<file path="config.mk">
export PLATFORM = sky130hd
export DESIGN_NAME = norm_shift_reg
export DESIGN_NICKNAME = d
export VERILOG_FILES = /design/src/rtl/norm_shift_reg.sv
export SDC_FILE = /design/constraint.sdc
export NUM_CORES = 1
export LEC_CHECK = 0
export ABC_CLOCK_PERIOD_IN_PS = 1580
export CAP_MARGIN = 20
export CORE_MARGIN = 2
export CORE_UTILIZATION = 41
export CTS_CLUSTER_SIZE = 8
export DETAILED_ROUTE_END_ITERATION = 10
export PLACE_DENSITY = 0.78
export SLEW_MARGIN = 40
export SYNTH_ARGS = -nofsm -noshare
export SYNTH_HDL_FRONTEND = slang
export SYNTH_SLANG_ARGS = --single-unit
</file>
<file path="constraint.sdc">
create_clock -name clk -period 1.58 [get_ports clk]
set_input_delay 0.316 -clock clk [delete_from_list [all_inputs] [get_ports clk]]
set_output_delay 0.316 -clock clk [all_outputs]
set_load 0.02 [all_outputs]
</file>
<file path="src/rtl/norm_shift_reg.sv">
// Load/shift register with an auto-normalise sequencer (shift left until MSB=1 or limit).
// Latency: load/manual shift 1 cycle; normalise k+1 cycles from start to done (k = shifts taken).
// Backpressure: none; ld/shen/start are dropped while busy, not queued. Optional rotate via NORM_SHIFT_REG_ROTATE_EN.
module norm_shift_reg #(
    parameter int WIDTH = 16,
    parameter int CNT_W = 5
) (
    input  logic             clk,
    input  logic             rst,
    input  logic             ld,
    input  logic [WIDTH-1:0] par_in,
    input  logic             shen,
    input  logic             dir,
    input  logic             ser_in,
`ifdef NORM_SHIFT_REG_ROTATE_EN
    input  logic             rot,
`endif
    input  logic             start,
    input  logic [CNT_W-1:0] max_shift,
    output logic [WIDTH-1:0] par_out,
    output logic             msb_out,
    output logic             lsb_out,
    output logic [CNT_W-1:0] shift_cnt,
    output logic             busy,
    output logic             done
);

    if (WIDTH < 2) begin : g_width_chk
        $error("norm_shift_reg: WIDTH must be at least 2");
    end
    if ((64'd1 << CNT_W) <= 64'(WIDTH)) begin : g_cnt_chk
        $error("norm_shift_reg: CNT_W too narrow to count WIDTH shifts");
    end

    typedef enum logic [1:0] {
        ST_IDLE = 2'd0,
        ST_NORM = 2'd1,
        ST_DONE = 2'd2
    } state_t;

    state_t           state;
    state_t           state_nxt;
    logic [CNT_W-1:0] limit;
    logic [CNT_W-1:0] cnt_inc;
    logic             fill_l;
    logic             fill_r;

    assign cnt_inc = shift_cnt + CNT_W'(1);
    assign msb_out = par_out[WIDTH-1];
    assign lsb_out = par_out[0];

`ifdef NORM_SHIFT_REG_ROTATE_EN
    assign fill_l = rot ? par_out[WIDTH-1] : ser_in;
    assign fill_r = rot ? par_out[0]       : ser_in;
`else
    assign fill_l = ser_in;
    assign fill_r = ser_in;
`endif

    always_ff @(posedge clk) begin
        if (rst) begin
            state <= ST_IDLE;
        end else begin
            state <= state_nxt;
        end
    end

    always_comb begin
        state_nxt = state;
        case (state)
            ST_IDLE: begin
                // ld outranks start, so a cycle with both only loads
                if (!ld && start) begin
                    if (par_out[WIDTH-1] || (max_shift == '0)) begin
                        state_nxt = ST_DONE;
                    end else begin
                        state_nxt = ST_NORM;
                    end
                end
            end
            ST_NORM: begin
                // decide on the post-shift value: the bit about to become MSB
                if (par_out[WIDTH-2] || (cnt_inc == limit)) begin
                    state_nxt = ST_DONE;
                end
            end
            ST_DONE: state_nxt = ST_IDLE;
            default: state_nxt = ST_IDLE;
        endcase
    end

    always_comb begin
        busy = 1'b0;
        done = 1'b0;
        case (state)
            ST_NORM: busy = 1'b1;
            ST_DONE: begin
                busy = 1'b1;
                done = 1'b1;
            end
            default: ;
        endcase
    end

    always_ff @(posedge clk) begin
        if (rst) begin
            par_out   <= '0;
            shift_cnt <= '0;
            limit     <= '0;
        end else begin
            case (state)
                ST_IDLE: begin
                    if (ld) begin
                        par_out   <= par_in;
                        shift_cnt <= '0;
                    end else if (start) begin
                        limit     <= max_shift;
                        shift_cnt <= '0;
                    end else if (shen) begin
                        if (dir) begin
                            par_out <= {fill_r, par_out[WIDTH-1:1]};
                        end else begin
                            par_out <= {par_out[WIDTH-2:0], fill_l};
                        end
                    end
                end
                ST_NORM: begin
                    par_out   <= {par_out[WIDTH-2:0], 1'b0};
                    shift_cnt <= cnt_inc;
                end
                default: ;
            endcase
        end
    end

endmodule

</file>
==> results by group, run 1 <==
Global routing
  • Initial antenna violation count: 0
  • Pin count of the biggest net entering global routing: 17
  • Vias in the first global route: 1,619
  • Global-route wire length before repair: 7.26 mm
  • Total GRT Usage: 21.2%
  • Gr ovfl total: 0

STA
  • RSZ-0062 raised after global routing: yes
  • Total negative slack: -0.0843 ns
  • Clk_skew: 0.00578 ns
  • Final Hold Vio Count: 0
  • Max-slew headroom: 79.8%
  • Actual slew at the worst max-slew pin: 0.303 ns
  • Fin crit share: 105%
  • # setup viols final: 1
  • Fin worst setup slack: -0.0843 ns
  • Fmax: 601 MHz
  • Min Tclk post-route: 1.66 ns
  • Max Slew Vio Count: 0

Clock tree
  • Clock root cell: clkbuf_8
  • Worst-Skew Late Latency: 0.28 ns
  • Clk buf depth: 2
  • Clock Pin Slew Worst Setup and Hold Paths: 0.10 ns
  • CTS Buf Count: 3
  • Sink Count: 28
  • H-tree depth: 1
  • Hold_buf cts: 0
  • CTS tree: yes

Die
  • DIE AREA: 4430 um^2
  • Initial Util: 43.2%
  • I/O pins: 53
  • Die Ht: 66.6 um
  • Std cell rows: 22
  • Die width: 66.6 um
  • Core outline area: 3720 um^2

Routing
  • Starting DRT DRC Count: 271
  • DRT antenna net count: 0
  • DRC Markers: 0
  • DRT Pass-1 Iters: 4
  • Vias post-DR: 1,758
  • Routed wire per std cell: 14.3 um
  • Vias/cell: 5.38
  • Routed WL: 4.68 mm

Placed design
  • Gpl congestion: 0.839
  • Port bufs: 52
  • DP HPWL: 3.28 mm

Yosys
  • Synth top area share: 34.9%
  • Synth Cell Area: 1610 um^2
  • Post-synthesis sequential area ratio: 34.9%
  • Unique masters post-synth: 37
  • Area contributors post-synth: dfxtp_1, nand2_1, a21oi_1
  • Ys async rst share: 0%
  • Top_reg_cell synth: dfxtp_1
  • #FFs+latches synth: 28
  • Post-synthesis net count: 245
  • Syn Area/Cell: 7.54 um^2
  • Number of flops mapped to enable cells by yosys: 0
  • Synth area leader: dfxtp_1
  • Cell count after synthesis: 213
  • Synth warn: 0

Layout
  • ANT cells: 0
  • P&R area growth vs syn: 49.6%
  • Most common cell after layout, fill and taps aside: nand2_1
  • Most frequent cells in the layout: nand2_1, clkdlybuf4s50_1, a21oi_1, dfxtp_1, dlygate4sd2_1
  • Final core utilization: 64.7%
  • Nets: 312
  • Fraction of layout cells with a size suffix above 1: 18.3%

Power
  • Worst vdd ir: 0.419 mV
  • Leak Pwr: 1.03 nW
  • Pwr Density: 991 nW/um^2

Worst setup path
  • Max FO, Critical Path: 4
  • Setup crit end kind: flop
  • Startpoint types: flop
  • Critical Path AT: 1.85 ns
  • Crit Path Category: reg -> reg
  • R2R setup slack: -0.08 ns
  • Worst Path Required: 1.77 ns

Worst hold path
  • Worst Hold Class: reg -> reg

Run
  • Maxcap violations: 0

Status
  • Status: complete, but fails checks
  • Failing checks: negative setup slack
-- area by class of cell --
class / instances / area (um^2)
clock buffers: 3 / 41.3
clock inverters: 1 / 30.0
fillers: 340 / 1310
inverters: 4 / 15.0
multi-input cells: 166 / 1000
flip-flops and latches: 28 / 572
well taps: 48 / 60.1
repair buffers: 77 / 686
-- repair_timing --
action | 4_1_cts | 5_1_grt
setup buffers | 1 | 1
gates resized for setup | 33 | 14
pin swaps | 3 | 0
setup endpoints to repair | 28 | 23
gates cloned | 0 | 1
-- stage by stage --
step                      cells  area [um^2]  total power (W)  hold slack [ns]  worst slack, ns
after global placement      320         2300          0.00179            0.474           -0.153
after CTS                   325         2350          0.00233            0.492          -0.0439
after global routing        327         2400          0.00253            0.506           -0.104
after floorplan             213         1630          0.00138            0.460           0.0101
after detailed placement    320         2300          0.00181            0.481           -0.208
final                       327         2400          0.00238            0.492          -0.0843
-- path summary, 6_finish.rpt --
path,from,to,cells after the start
max reg2reg,shift_cnt[0],state[0],6
max,shift_cnt[0],state[0],6
min reg2reg,par_out[11],par_out[11],2
min,par_out[11],par_out[11],2
-- registers in the layout, summed over array words and instances, names as in the netlist --
register,cells
limit,5
par_out,16
state,2
shift_cnt,5
-- logic make-up after synthesis --
family,synth area share (%)
AND/OR/NAND/NOR,23.1
AO/OA/AOI/OAI,25.9
flip-flops,34.9
buffers and inverters,6.46
multiplexers,3.74
XOR/XNOR,2.73
adder cells (fa/ha/maj),3.12
-- cell usage after synthesis, drive strengths merged, types with 2 or more instances --
| cell type | instances |
|---|---|
| dfxtp | 28 |
| o21ai | 20 |
| xor2 | 2 |
| nor3b | 2 |
| buf | 7 |
| mux2i | 6 |
| nand3 | 2 |
| o22ai | 2 |
| a22oi | 15 |
| nor2b | 5 |
| or2 | 2 |
| a21oi | 23 |
| nor3 | 4 |
| nor2 | 14 |
| or3 | 2 |
| inv | 4 |
| nand2 | 47 |
| xnor2 | 3 |
| a21o | 2 |
| clkbuf | 7 |
| ha | 4 |
-- worst max-delay path, cell delays in order (launching register included) --
cell	delay, ns
dfxtp_4	0.36
ha_4	0.16
and4b_2	0.23
o211ai_1	0.27
a311oi_2	0.09
or2_4	0.25
a32o_1	0.21
-- power by group --
group	internal [W]	switching [W]
registers	0.000780	0.0000760
clock network	0.000340	0.000232
logic	0.000439	0.000515
total	0.00156	0.000823
-- metal layers --
layer  up-vias  GRT usage [%]  part of all wire (%)
li1        871              -                     -
met1       827           27.8                    45
met2        55           34.3                    48
met3         5           4.05                   5.8
met4         0           7.91                   1.2
met5         -              0                     0
No activity file was read; power rests on OpenSTA's default activity.
==> run 2, diff against run 1 <==
GPL_ROUTABILITY_DRIVEN = 0   (was unset)
==> results of run 2 <==
Final layout, timing and power as in run 1 (identical DEF).
==> run 3, diff against run 2 <==
SKIP_CTS_REPAIR_TIMING = 1   (was unset)
==> results by group, run 3 (synthesis results as in run 1) <==
Status
  • Status: complete, but fails checks
  • Failing checks: negative setup slack

STA
  • Fin worst setup slack: -0.123 ns
  • Total negative slack: -0.123 ns
  • Min Hold Slack: 0.494 ns
  • Max Slew Vio Count: 0
  • Min Tclk post-route: 1.70 ns
  • Max-slew headroom: 76.8%
  • RSZ-0062 raised after global routing: yes
  • Clk_skew: 0.00390 ns
  • Final Hold Vio Count: 0
  • Actual slew at the worst max-slew pin: 0.346 ns
  • Fin crit share: 108%
  • # setup viols final: 1
  • Fmax: 587 MHz

Clock tree
  • CTS tree: yes
  • Worst-Skew Late Latency: 0.28 ns
  • Clock Pin Slew Worst Setup and Hold Paths: 0.10 ns
  • CTS Buf Count: 3
  • Sink Count: 28
  • Clk buf depth: 2
  • Clock root cell: clkbuf_8
  • H-tree depth: 1

Worst setup path
  • Buf/Inv on CP: 0
  • Startpoint types: flop
  • R2R setup slack: -0.12 ns
  • Max FO, Critical Path: 4
  • CP max-delay cell: dfxtp_4
  • Crit Path Category: reg -> reg
  • Worst path max stage delay: 0.36 ns
  • Crit path cell chain: ha_4 > and4b_2 > o211ai_1 > a311oi_4 > or2_4 > a32o_1
  • Crit-path leading delay family: compound AO/OA/AOI/OAI gates
  • Setup crit end kind: flop
  • Worst Path Required: 1.76 ns
  • Critical Path AT: 1.89 ns

Global routing
  • Gr ovfl total: 0
  • Total GRT Usage: 21.1%
  • Pin count of the biggest net entering global routing: 17
  • Initial antenna violation count: 0
  • Vias in the first global route: 1,622
  • Global-route wire length before repair: 7.22 mm

Placed design
  • Port bufs: 52
  • Place WS: -0.208 ns
  • DP Area: 2300 um^2
  • DP HPWL: 3.28 mm

Power
  • Pwr Density: 977 nW/um^2
  • Leak Pwr: 1.35 nW
  • Worst vdd ir: 0.418 mV

Die
  • Die width: 66.6 um
  • DIE AREA: 4430 um^2
  • Die Ht: 66.6 um
  • Core outline area: 3720 um^2
  • I/O pins: 53
  • Std cell rows: 22
  • Initial Util: 43.2%

Routing
  • DRC Markers: 0
  • Routed wire per std cell: 14.9 um
  • DRT antenna net count: 0
  • DRT Pass-1 Iters: 4
  • Vias/cell: 5.41
  • Starting DRT DRC Count: 261
  • Routed WL: 4.86 mm
  • Vias post-DR: 1,769

Layout
  • Most frequent cells in the layout: nand2_1, clkdlybuf4s50_1, dlymetal6s2s_1, dfxtp_1
  • Top Registers: par_out x16, limit x5, shift_cnt x5
  • Max FFs per register: 16
  • ANT cells: 0
  • P&R area growth vs syn: 56.9%
  • Final core utilization: 67.8%
  • Nets: 312
  • Most common cell after layout, fill and taps aside: nand2_1
  • Largest reg by FF count: par_out
  • Final instance area: 2520 um^2
  • Fraction of layout cells with a size suffix above 1: 17.9%

Worst hold path
  • Worst Hold Class: reg -> reg

Run
  • Maxcap violations: 0
## run 3: area by class of cell
cell class | instances | area, um^2
Inverter | 4 | 15.0
Sequential cell | 28 | 569
Multi-Input combinational cell | 166 | 1020
Clock buffer | 3 | 41.3
Clock inverter | 1 | 30.0
Tap cell | 48 | 60.1
Fill cell | 313 | 1190
Timing Repair Buffer | 77 | 783
## run 3: worst reg2reg max path: cells and delay by family (launching register included)
family,cells,cell delay [ns]
simple gates,2,0.48
flops,1,0.36
compound gates,3,0.60
fa+ha+maj,1,0.16
## run 3: through the flow
| stage | cells | total power [W] |
|---|---|---|
| 2_1_floorplan | 213 | 0.00138 |
| 3_3_place_gp | 320 | 0.00179 |
| 3_5_place_dp | 320 | 0.00181 |
| 4_1_cts | 324 | 0.00239 |
| 5_1_grt | 327 | 0.00260 |
| 6_report | 327 | 0.00246 |
## run 3: worst paths after layout
kind | depth (start not counted) | to | from
worst max register to register | 6 | state[0] | shift_cnt[0]
worst min register to register | 2 | par_out[11] | par_out[11]
worst min-delay path | 2 | par_out[11] | par_out[11]
worst max-delay path | 6 | state[0] | shift_cnt[0]
## run 3: power breakdown
part / leakage, nW / switching (W) / internal [W]
clock: 0.0357 / 0.000237 / 0.000340
sequential: 0.231 / 0.0000748 / 0.000782
combinational: 1.08 / 0.000531 / 0.000499
## run 3: layer usage
layer / global-route usage, % / vias up / wire length [um]
met5: 0 / - / 0
met4: 7.91 / 0 / 57
met3: 4.05 / 5 / 271
met2: 34.5 / 64 / 2360
met1: 27.3 / 832 / 2170
li1: - / 868 / -
